$ cat src/rtl/bus_pkg.sv
// bus_pkg: arbitration state, source index type and shared bus constants (also used by the legacy bus mux)
package bus_pkg;
  typedef enum logic {IDLE, OWN} arb_state_t;
  localparam int DEF_REG_WIDTH = 12;
  localparam int DEF_N_SRC = 4;
  localparam int DEF_MAX_HOLD = 8;
  typedef logic [$clog2(DEF_N_SRC)-1:0] src_idx_t;
  localparam src_idx_t SEL_DEFAULT = '0;
  localparam logic [DEF_REG_WIDTH-1:0] BUS_ZERO = '0;
endpackage

$ cat src/rtl/rr_picker.sv
// rr_picker: combinational winner search, round-robin from ptr+1; ARB_FIXED_PRIO_EN selects lowest-index winner
module rr_picker #(
  parameter int N = 4,
  parameter int W = $clog2(N)
) (
  input  logic [N-1:0] req,
  input  logic [W-1:0] ptr,
  output logic [N-1:0] onehot,
  output logic [W-1:0] idx,
  output logic         any
);
`ifdef ARB_FIXED_PRIO_EN
  logic unused_ptr;
  assign unused_ptr = ^ptr;
  always_comb begin
    idx = '0;
    any = 1'b0;
    for (int k = N - 1; k >= 0; k--) begin
      if (req[k]) begin
        idx = W'(k);
        any = 1'b1;
      end
    end
    onehot = any ? N'(1) << idx : '0;
  end
`else
  logic [W-1:0] j;
  // scan farthest-first so the nearest requester after ptr is the last assignment
  always_comb begin
    idx = '0;
    any = 1'b0;
    j = '0;
    for (int k = N; k >= 1; k--) begin
      j = W'((int'(ptr) + k) % N);
      if (req[j]) begin
        idx = j;
        any = 1'b1;
      end
    end
    onehot = any ? N'(1) << idx : '0;
  end
`endif
endmodule

$ cat src/rtl/bus_arbiter_mux.sv
// bus_arbiter_mux: registered N-source bus mux with round-robin arbitration and hold limit
// ARB_FIXED_PRIO_EN switches the picker to fixed lowest-index priority.
module bus_arbiter_mux
  import bus_pkg::*;
#(
  parameter int REG_WIDTH = DEF_REG_WIDTH,
  parameter int N_SRC = DEF_N_SRC,
  parameter int MAX_HOLD = DEF_MAX_HOLD,
  localparam int SEL_WIDTH = $clog2(N_SRC)
) (
  input  logic                       clk,
  input  logic                       rstN,
  input  logic [N_SRC-1:0]           req,
  input  logic [N_SRC*REG_WIDTH-1:0] dataIn,
  output logic [N_SRC-1:0]           grant,
  output logic [SEL_WIDTH-1:0]       busOwner,
  output logic                       busValid,
  output logic [REG_WIDTH-1:0]       busOut
);
  localparam int HW = $clog2(MAX_HOLD + 1);
  localparam logic [HW-1:0] HMAX = HW'(MAX_HOLD);
  arb_state_t state_q, state_d;
  logic [N_SRC-1:0] grant_q, grant_d;
  logic [SEL_WIDTH-1:0] owner_q, owner_d, rr_q, rr_d;
  logic [REG_WIDTH-1:0] bus_q, bus_d;
  logic [HW-1:0] hold_q, hold_d;
  logic [REG_WIDTH-1:0] src [N_SRC];
  logic [N_SRC-1:0] mask, win_oh;
  logic [SEL_WIDTH-1:0] win_idx;
  logic any, own_req, sw, go_idle;
  for (genvar i = 0; i < N_SRC; i++) begin : g_src
    assign src[i] = dataIn[i*REG_WIDTH +: REG_WIDTH];
  end
  // grant_q is zero in IDLE, so this excludes the owner only while one exists
  assign mask = req & ~grant_q;
  rr_picker #(.N(N_SRC), .W(SEL_WIDTH)) u_pick (
    .req(mask), .ptr(rr_q), .onehot(win_oh), .idx(win_idx), .any(any)
  );
  assign own_req = req[owner_q];
  assign sw = any && (state_q == IDLE || !own_req || hold_q == HMAX);
  assign go_idle = !sw && (state_q == IDLE || !own_req);
  always_comb begin
    state_d = sw ? OWN : go_idle ? IDLE : state_q;
    grant_d = sw ? win_oh : go_idle ? '0 : grant_q;
    owner_d = sw ? win_idx : owner_q;
    rr_d = sw ? win_idx : rr_q;
    bus_d = sw ? src[win_idx] : go_idle ? BUS_ZERO : src[owner_q];
    hold_d = sw ? HW'(1) : go_idle ? '0 : (hold_q == HMAX ? hold_q : hold_q + 1'b1);
  end
  always_ff @(posedge clk or negedge rstN) begin
    if (!rstN) begin
      state_q <= IDLE;
      grant_q <= '0;
      owner_q <= SEL_WIDTH'(SEL_DEFAULT);
      rr_q <= SEL_WIDTH'(N_SRC - 1);
      bus_q <= '0;
      hold_q <= '0;
    end else begin
      state_q <= state_d;
      grant_q <= grant_d;
      owner_q <= owner_d;
      rr_q <= rr_d;
      bus_q <= bus_d;
      hold_q <= hold_d;
    end
  end
  assign grant = grant_q;
  assign busOwner = owner_q;
  assign busValid = |grant_q;
  assign busOut = bus_q;
endmodule

$ cat config.mk
export PLATFORM = sky130hd
export DESIGN_NAME = bus_arbiter_mux
export DESIGN_NICKNAME = d
export VERILOG_FILES = /design/src/rtl/bus_pkg.sv /design/src/rtl/rr_picker.sv /design/src/rtl/bus_arbiter_mux.sv
export SDC_FILE = /design/constraint.sdc
export NUM_CORES = 1
export LEC_CHECK = 0
export CORE_MARGIN = 1.5
export CORE_UTILIZATION = 40
export DETAILED_ROUTE_END_ITERATION = 10
export PLACE_DENSITY = 0.82
export RECOVER_POWER = 25
export SLEW_MARGIN = 25
export SYNTH_ARGS = -nofsm -noshare
export SYNTH_HDL_FRONTEND = slang
export SYNTH_SLANG_ARGS = --single-unit
export TNS_END_PERCENT = 1
$ cat constraint.sdc
create_clock -name clk -period 2.7 [get_ports clk]
set_clock_uncertainty 0.1 [all_clocks]
set_input_delay 0.54 -clock clk [delete_from_list [all_inputs] [get_ports clk]]
set_output_delay 0.54 -clock clk [all_outputs]
set_load 0.01 [all_outputs]
# After elaboration in Yosys (flattened, before gate mapping)
# Index checks and enable logic that the tools add are counted.
[classes]
n_eq_ne = 2
n_reduce_logical = 8
order_cmp = 7
shift = 1
addsub = 5
n_mux = 34
bitwise_logic = 5
[ops]
columns = ["cell", "n"]
rows = [
  ["two-way mux 12 bit", 6],
  ["binary-select mux 12 bit (select 2 bit)", 2],
  ["two-way mux 4 bit", 6],
  ["< comparator 2 x 3 -> 1 bit (second input constant)", 5],
  ["two-way mux 1 bit", 11],
  ["binary-select mux 1 bit (select 2 bit)", 5],
  ["two-way mux 2 bit", 4],
  ["greater-or-equal comparator 3 bit (second input constant)", 2],
  ["NOT 2 -> 3 bit", 2],
  ["adder 2 x 1 -> 2 bit (second input constant)", 2],
  ["adder 2 bit (second input constant)", 2],
  ["adder 4 x 1 -> 4 bit (second input constant)", 1],
  ["AND 4 bit", 1],
  ["equality test 4 bit (second input constant)", 1],
  ["NOT 4 bit", 1],
  ["OR reduction 4 bit", 1],
  ["left shift 1 x 2 -> 4 bit (first input constant)", 1],
  ["!= test 3 bit (second input constant)", 1],
  ["logical AND 1 bit", 2],
  ["zero test 1 bit", 2],
  ["logical OR 1 bit", 2],
  ["nonzero test 2 bit", 1],
  ["NOT 1 bit", 1],
]
[totals]
regBits = 25
inputBits = 54
output_inout_bits = 19
wordCells = 68

# Longest topological paths before layout
# Gate-level depths: netlist of run 1.
[logic_depth]
word_depth = 13
depth_mapped = 9
mapped_depth_nobuf = 7

# By module
# From an unflattened synthesis of run 1, not the netlist that was laid out.
[hier_totals]
cells_unflattened = 139
area_unflattened_um2 = 1825.5
[modules_own_cells]
columns = ["module", "cells_per_inst", "instances", "area_each_um2", "seq_area_each_um2"]
rows = [
  ["bus_arbiter_mux", 111, 1, 1647.8, 628.1],
  ["rr_picker", 28, 1, 177.7, 0.0],
]

# Worst setup path after synthesis of run 1
# Ideal clock, no wire load.
[synth_timing]
kind = "flip-flop to flip-flop"
start = "reg owner_q[1] (netlist: busOwner[1])"
end = "reg bus_q[6] (netlist: busOut[6])"
t_arrival_ps = 1954
stages_incl_launch_ff = 8
path_buffers = 2
slack_ps = 560
synth_period_minus_slack_ps = 2140
path_cell_list = "dfrtp_1 mux4_2 nand3_2 nand2b_4 or3_4 buf_6 buf_8 o221ai_2"
[synth_via]
elab_chain_cells = 10
elab_cells_between_ends = 14
[synth_lines]
columns = ["item", "line_no", "text"]
rows = [
  ["from (decl)", "bus_arbiter_mux.sv:24", "logic [SEL_WIDTH-1:0] owner_q, owner_d, rr_q, rr_d;"],
  ["from (signal assigned)", "bus_arbiter_mux.sv:54", "owner_q <= SEL_WIDTH'(SEL_DEFAULT);"],
  ["from (signal assigned)", "bus_arbiter_mux.sv:61", "owner_q <= owner_d;"],
  ["binary-select mux 1 bit (select 2 bit)", "bus_arbiter_mux.sv:39", "assign own_req = req[owner_q];"],
  ["two-way mux 1 bit (implied by the code)", "bus_arbiter_mux.sv:39", ""],
  ["zero test 1 bit", "bus_arbiter_mux.sv:40, bus_arbiter_mux.sv:41", ""],
  ["logical OR 1 bit", "bus_arbiter_mux.sv:40, bus_arbiter_mux.sv:41", ""],
  ["logical OR 1 bit", "bus_arbiter_mux.sv:40", "assign sw = any && (state_q == IDLE || !own_req || hold_q == HMAX);"],
  ["logical AND 1 bit", "bus_arbiter_mux.sv:40", ""],
  ["zero test 1 bit", "bus_arbiter_mux.sv:41", "assign go_idle = !sw && (state_q == IDLE || !own_req);"],
  ["logical AND 1 bit", "bus_arbiter_mux.sv:41", ""],
  ["two-way mux 12 bit", "bus_arbiter_mux.sv:47", "bus_d = sw ? src[win_idx] : go_idle ? BUS_ZERO : src[owner_q];"],
  ["two-way mux 12 bit (*)", "bus_arbiter_mux.sv:47", ""],
  ["via bus_d[6]", "bus_arbiter_mux.sv:25", "logic [REG_WIDTH-1:0] bus_q, bus_d;"],
  ["to (signal assigned)", "bus_arbiter_mux.sv:63", "bus_q <= bus_d;"],
  ["to (decl)", "bus_arbiter_mux.sv:25", ""],
]
# The timed path passes the listed nets; every way through them passes the cells marked *. The select of a mux whose other input is x is not followed.
# A chain may end at the register's enable or synchronous reset.

# Worst setup path after layout of run 1
[layout_timing]
start = "in req[2]"
end = "reg bus_q[0] (netlist: busOut[0])"
[layout_via]
elab_chain_cells = 12
elab_cells_between_ends = 31
[layout_lines]
columns = ["item", "line_no", "text"]
rows = [
  ["from (decl)", "bus_arbiter_mux.sv:13", "input logic [N_SRC-1:0] req,"],
  ["AND 4 bit", "bus_arbiter_mux.sv:35", "assign mask = req & ~grant_q;"],
  ["binary-select mux 1 bit (select 2 bit)", "rr_picker.sv:35", "if (req[j]) begin"],
  ["two-way mux 1 bit (implied by the code)", "rr_picker.sv:35", ""],
  ["two-way mux 2 bit / two-way mux 1 bit (equally long branches) (4 in series)", "rr_picker.sv:35", ""],
  ["NOT 2 -> 3 bit (implied by the code) / logical AND 1 bit (equally long branches)", "bus_arbiter_mux.sv:47, bus_arbiter_mux.sv:40", ""],
  ["binary-select mux 12 bit (select 2 bit) / zero test 1 bit (equally long branches)", "bus_arbiter_mux.sv:47, bus_arbiter_mux.sv:41", ""],
  ["two-way mux 12 bit (implied by the code) / logical AND 1 bit (equally long branches)", "bus_arbiter_mux.sv:47, bus_arbiter_mux.sv:41", ""],
  ["two-way mux 12 bit (implied by the code)", "bus_arbiter_mux.sv:47", ""],
  ["two-way mux 12 bit (*)", "bus_arbiter_mux.sv:47", ""],
  ["via bus_d[0]", "bus_arbiter_mux.sv:25", ""],
]
# Marked as above.

==> metrics.md, run 1 <==
| Metric | Value |
|---|---|
| Outcome | `completed` |
| TNS Setup | `0 ns` |
| H-tree level count | `1` |
| Max VDD drop | `roughly 0.4 mV` |
| Worst Tran Pin Value | `between 1 and 1.5 ns` |
| Worst slew margin | `0.0930` |
| # IOs | `73` |
| Resized Gates After CTS | `0` |
| Post-Syn Area per Cell | `11.5 µm²` |
| Syn Nets | `about 210` |
| Sequential fraction of the synthesis area | `0.350` |
| CP max FO | `16` |
| Total power | `approximately 2.7 mW` |
| Setup crit end kind | `flip-flop` |
| Port-buffer cells | `slightly above 70` |
| Clock Pin Slew Worst Setup and Hold Paths | `0.09 ns` |
| Critical Path, Cell by Cell | `clkdlybuf4s50_1, mux4_2, nand3_2, nand2b_4, or3_4, o221ai_1` |
| Largest net degree at the start of global routing | `26` |
| Worst min-delay path category | `reg2reg` |
| Hold Buf Count CTS | `0` |
| Slew Limit Fails | `0` |
| Initial Util | `0.415` |
| Largest area contributor in the netlist | `dfrtp_1` |
| R2r setup slk | `approximately 0.60 ns` |
| Max-Cap Viols | `0` |
| CP Launch Type | `input port` |
| Drt wl/cell | `15.4 µm` |
| Drt drc | `0` |
| RSZ-0062 raised after global routing | `no` |
| Top Family by Delay on Critical Path | `simple AND/OR/NAND/NOR gates` |
| Hold Vio Cnt, Final | `0` |
| Yosys warning count | `0` |
| Clk_lat worst skew | `between 0.2 and 0.3 ns` |
| Drt pass-1 iters | `4` |
| Layout cell share with drive strength beyond 1 | `0.178` |
| Fin worst setup slack | `slightly above 0.3 ns` |
| Bufs and invs on worst path | `1` |
| Post-route clock period utilization | `0.888` |
| Clk buf depth | `2` |
| Netlist cell types | `35` |
| Vias post-DR | `1549` |
| Num CTS Buffers | `3` |
| Async set or reset register ratio after synthesis | `1.00` |
| # rows | `24` |
| Pre-CTS setup slack | `about 0.053 ns` |
| Core area | `between 0.004 and 0.005 mm²` |
| Tmin final | `roughly 2.4 ns` |
| Slowest-stage cell, CP | `or3_4` |
| Avg Vias per Cell | `between 5 and 6` |
| Placed instance area | `between 0.002 and 0.003 mm²` |
| Drt total wl | `about 4300 µm` |
| Final setup vio count | `0` |
| Area of the multi-input gates | `~0.0011 mm²` |
| Initial antenna violation count | `0` |
| Layout net count | `around 290` |
| Area grow syn2layout | `46.5%` |
| Antenna viol nets, final | `0` |
| CTS sink count | `25` |
| GPL Wtd Cong | `about 0.83` |
| Leakage | `about 1.1 nW` |
| DR iter-0 viols | `33` |
| Dpl hpwl | `about 3300 µm` |
| Die Y | `approximately 70 µm` |
| Post-Layout Inst Area | `about 0.0026 mm²` |
| DIE WIDTH | `~70 µm` |
| Critical path's largest stage delay | `just over 0.5 ns` |
| DIE AREA | `approximately 0.0049 mm²` |
| Fillers | `between 300 and 400` |
| Area of the mapped netlist | `around 0.0018 mm²` |
| Crit path DAT | `2.47 ns` |
| First-pass GRT wire length | `between 7000 and 8000 µm` |
| Post-synth EDFFs | `0` |
| CP Class | `in2reg` |
| Largest cells by area after synthesis | `dfrtp_1 32%, mux4_2 16%, mux2i_1 13%` |
| Tot GR Track Use | `0.186` |
| Syn Inst Count | `between 150 and 200` |
| CTS tree | `done` |
| Total grt overflow | `0` |
| CTS root buf | `clkbuf_8` |
| ANT cells | `0` |
| Top_reg_cell synth | `dfrtp_1` |
| Max Freq | `~420 MHz` |
| Flops & latches, synth | `25` |
| WP data required | `between 2 and 3 ns` |
| Vias in the first global route | `approximately 1600` |
| Post-CTS setup buffers | `0` |
| Yosys top cell area share | `0.321` |
| Register Area | `628 µm²` |
| PwrDens | `between 1000 and 1500 mW/mm²` |
[power breakdown]
group	internal, mW	leakage, nW	switching, mW
registers	0.558	0.304	0.100
logic	0.957	0.757	0.826
clock network	0.103	0.0255	0.121
total	1.62	1.09	1.05
[layout by cell type (no fill, tap or decap), drive strengths merged, types with 2 or more instances in the layout]
cell type and n:
dfstp 2, mux2 2, nand2 21, xnor2 2
inv 4, clkdlybuf4s50 71, o211ai 2, buf 8
clkbuf 4, nor2 4, and2 2, mux4 13
nand2b 6, nand3 3, o21ai 6, a21oi 3
mux2i 24, ha 2, dfrtp 23, nor2b 5
o221ai 12
[state kept, by name, summed over array words and instances, names as in the netlist]
signal	flops
busOut	12
state_q	1
hold_q	4
rr_q	2
grant	4
busOwner	2
[cells by family after synthesis]
kind of cell,count (synthesis),share of synthesized area
simple gates,45,0.133
mux,39,0.310
compound gates,28,0.138
flops,25,0.350
buf+inv,15,0.0453
xor+xnor,2,0.00977
fa+ha+maj,2,0.0140
[Yosys cell counts, types with 3 or more instances]
cell type,number
clkbuf_1,4
o221ai_1,6
inv_1,4
buf_2,5
nor2_1,4
o21ai_0,4
a21oi_1,3
o221ai_2,6
dfrtp_1,23
nand2_1,21
nor2b_1,5
mux2i_1,24
nand2b_1,5
mux4_2,13
[worst min-delay path, stage by stage, from the launching register on]
cell and delay, ns:
dfstp_2 0.40, nand2_1 0.06, nand2_1 0.05
[metal layers]
layer,track usage,wire (µm)
met3,0.0390,302
met1,0.229,1860
met2,0.329,2130
met5,0,0
met4,0.0513,48
[metrics by stage]
step / instances / util / hold slack [ns]
finish: 282 / 0.608 / 0.405
CTS: 282 / 0.609 / 0.404
global placement: 278 / 0.598 / 0.396
floorplan: 156 / - / 0.144
detailed placement: 278 / 0.598 / 0.384
global route: 282 / 0.608 / 0.432
[layout make-up]
| cell class | instances | share of cell area |
|---|---|---|
| inverters | 4 | 0.00571 |
| clock inverters | 1 | 0.00190 |
| flip-flops and latches | 25 | 0.239 |
| clock buffers | 3 | 0.0157 |
| multi-input cells | 116 | 0.414 |
| repair buffers | 81 | 0.299 |
| well taps | 52 | 0.0248 |
[final timing paths]
| kind | startpoint | end | depth (start not counted) |
|---|---|---|---|
| max | req[2] | busOut[0]$_DFF_PN0_ | 6 |
| min | rr_q[1]$_DFFE_PN1N_ | rr_q[1]$_DFFE_PN1N_ | 2 |
| max reg2reg | busOwner[1]$_DFFE_PN0N_ | busOut[0]$_DFF_PN0_ | 5 |
| min reg2reg | rr_q[1]$_DFFE_PN1N_ | rr_q[1]$_DFFE_PN1N_ | 2 |
| max in group asynchronous | rstN | busOut[1]$_DFF_PN0_ | 2 |
| min in group asynchronous | rstN | hold_q[0]$_DFFE_PN0P_ | 2 |
Note: power is estimated with default switching activity, not from simulation.
==> run 2: changes to the inputs <==
Settings changed: CORE_MARGIN 1.5 to default, CORE_UTILIZATION 40 to 33, PLACE_DENSITY 0.82 to 0.71.
==> run 2 against run 1 <==
Effect of this change:
- register-to-register slack lost 0.06 ns
- global-route usage down 2.2 points
- non-clock buffer count decreased by 5
- critical path type is now reg2out
- worst hold slack worse by 0.0051 ns
- largest cell class unchanged
- total power down 0.80%
- count of clock-buffer cells in the layout is the same
- fmax rose by 1.2%
==> metrics.md, run 2 (same netlist as run 1, synthesis figures left out) <==
| Metric | Value |
|---|---|
| Outcome | `completed (unchanged)` |
| Clock Pin Slew Worst Setup and Hold Paths | `0.10 ns (was 0.09 ns)` |
| Tot GR Track Use | `0.164 (was 0.186)` |
| Die Y | `75.7 µm (was 70.0 µm)` |
| Initial antenna violation count | `0 (unchanged)` |
| First-pass GRT wire length | `7120 µm (was 7400 µm)` |
| Layout net count | `282 (was 287)` |
| WP data required | `2.06 ns (was 2.77 ns)` |
| Initial Util | `0.347 (was 0.415)` |
| Avg Vias per Cell | `5.18 (was 5.49)` |
| DIE WIDTH | `75.7 µm (was 70.0 µm)` |
| ANT cells | `0 (unchanged)` |
| Vias post-DR | `1528 (was 1549)` |
| # IOs | `73 (unchanged)` |
| Worst min-delay path category | `reg2reg (unchanged)` |
| Total power | `2.64 mW (was 2.66 mW)` |
| RSZ-0062 raised after global routing | `no (unchanged)` |
| Port-buffer cells | `72 (unchanged)` |
| Worst slew margin | `0.0420 (was 0.0930)` |
| Drt drc | `0 (unchanged)` |
| Dpl hpwl | `3210 µm (was 3330 µm)` |
| Hold Buf Count CTS | `0 (unchanged)` |
| Hold WS | `0.400 ns (was 0.405 ns)` |
| CP max FO | `5 (was 16)` |
| Max VDD drop | `0.478 mV (was 0.401 mV)` |
| GPL Wtd Cong | `0.765 (was 0.825)` |
| Fillers | `480 (was 383)` |
| Slowest-stage cell, CP | `or4_1 (was or3_4)` |
| CTS tree | `done (unchanged)` |
| Antenna viol nets, final | `0 (unchanged)` |
| Num CTS Buffers | `3 (unchanged)` |
| Vias in the first global route | `1503 (was 1625)` |
| Leakage | `1.07 nW (was 1.09 nW)` |
| Clk_lat worst skew | `0.27 ns (about the same)` |
| PwrDens | `1000 mW/mm² (was 1010 mW/mm²)` |
| Drt pass-1 iters | `4 (unchanged)` |
| Most common cell after layout, fill and taps aside | `clkdlybuf4s50_1 (unchanged)` |
| Total grt overflow | `0 (unchanged)` |
| Tmin final | `2.37 ns (was 2.40 ns)` |
| Area grow syn2layout | `46.8% (was 46.5%)` |
| Layout cell share with drive strength beyond 1 | `0.164 (was 0.178)` |
| CP Launch Type | `flip-flop (was input port)` |
| Setup crit end kind | `output pin (was flip-flop)` |
| Slew Limit Fails | `0 (unchanged)` |
| Max Freq | `422 MHz (was 417 MHz)` |
| CP Class | `reg2out (was in2reg)` |
| Top Family by Delay on Critical Path | `simple AND/OR/NAND/NOR gates (unchanged)` |
| Register Area | `628 µm² (unchanged)` |
| Critical Path, Cell by Cell | `or4_1, clkdlybuf4s50_1 (was clkdlybuf4s50_1, mux4_2, nand3_2, nand2b_4, or3_4, o221ai_1)` |
| Max reg flops | `12 (unchanged)` |
| Most frequent cells in the layout | `71 x clkdlybuf4s50_1, 24 x mux2i_1, 23 x dfrtp_1, 21 x nand2_1, 13 x mux4_2 (unchanged)` |
| Core area | `0.00517 mm² (was 0.00432 mm²)` |
| # rows | `26 (was 24)` |
| Final setup vio count | `0 (unchanged)` |
| Resized Gates After CTS | `0 (unchanged)` |
| Placed cells | `291 (was 278)` |
| Max-Cap Viols | `0 (unchanged)` |
| Drt total wl | `4340 µm (was 4350 µm)` |
| Final cell count without fillers | `295 (was 282)` |
| DIE AREA | `0.00573 mm² (was 0.00489 mm²)` |
| DR iter-0 viols | `50 (was 33)` |
| CTS root buf | `clkbuf_8 (unchanged)` |
| Hold Vio Cnt, Final | `0 (unchanged)` |
| Drt wl/cell | `14.7 µm (was 15.4 µm)` |
| Critical path's largest stage delay | `0.52 ns (was 0.51 ns)` |
| Clk buf depth | `2 (unchanged)` |
| H-tree level count | `1 (unchanged)` |
| Post-route clock period utilization | `0.877 (was 0.888)` |
| Area of the multi-input gates | `0.00109 mm² (about the same)` |
| CTS sink count | `25 (unchanged)` |
| Worst Tran Pin Value | `1.44 ns (was 1.36 ns)` |
| Bufs and invs on worst path | `1 (unchanged)` |
| Largest net degree at the start of global routing | `30 (was 26)` |
| TNS Setup | `0 ns (unchanged)` |
| Crit path DAT | `1.73 ns (was 2.47 ns)` |
| Post-CTS setup buffers | `0 (unchanged)` |
-- run 2: changes by cell type in the layout (fill, tap and decap cells not counted) --
cell      before  now
inv_6          0    1
clkinv_2       1    0
buf_4          8    2
o21bai_2       0    1
o21bai_1       1    0
buf_12         0    1
-- run 2: per-layer routing --
layer / track usage / share of wire / up-vias
met2: 0.291 / 0.50 / 60
met4: 0.0247 / 0.0039 / 0
met3: 0.0410 / 0.080 / 2
li1: - / - / 727
met1: 0.207 / 0.42 / 739
met5: 0 / 0 / -
-- run 2: per-stage QoR --
stage | setup slack (ns) | cell area [µm²] | utilization
5_1_grt | 0.174 | 2630 | 0.509
2_1_floorplan | 0.560 | 1790 | -
3_5_place_dp | 0.0541 | 2590 | 0.500
3_3_place_gp | 0.0464 | 2590 | 0.500
4_1_cts | 0.315 | 2640 | 0.510
6_report | 0.332 | 2630 | 0.509
-- run 2: power by group --
group,switching [mW],internal [mW]
clock,0.129,0.108
sequential,0.118,0.557
combinational,0.801,0.930
-- run 2: worst paths after layout --
check | startpoint | end | slack (ns) | cells after the start
min in group asynchronous | rstN | hold_q[3]$_DFFE_PN0P_ | 1.03 | 2
worst min-delay path | rr_q[1]$_DFFE_PN1N_ | rr_q[1]$_DFFE_PN1N_ | 0.40 | 2
max in group asynchronous | rstN | busOut[11]$_DFF_PN0_ | 0.63 | 2
worst max-delay path | grant[1]$_DFFE_PN0P_ | busValid | 0.33 | 2
worst max register to register | busOwner[1]$_DFFE_PN0N_ | busOut[10]$_DFF_PN0_ | 0.54 | 5
worst min register to register | rr_q[1]$_DFFE_PN1N_ | rr_q[1]$_DFFE_PN1N_ | 0.40 | 2
-- run 2: cell type report --
type | count | share of cell area
multi-input cells | 116 | 0.415
repair buffers | 76 | 0.288
flip-flops and latches | 25 | 0.239
well taps | 70 | 0.0333
clock buffers | 3 | 0.0157
inverters | 4 | 0.00570
clock inverters | 1 | 0.00333
-- run 2: worst min-delay path: cells and delay by family, from the launching register on --
| kind | cells | cell delay (ns) |
|---|---|---|
| and+or+nand+nor | 2 | 0.11 |
| DFF | 1 | 0.41 |
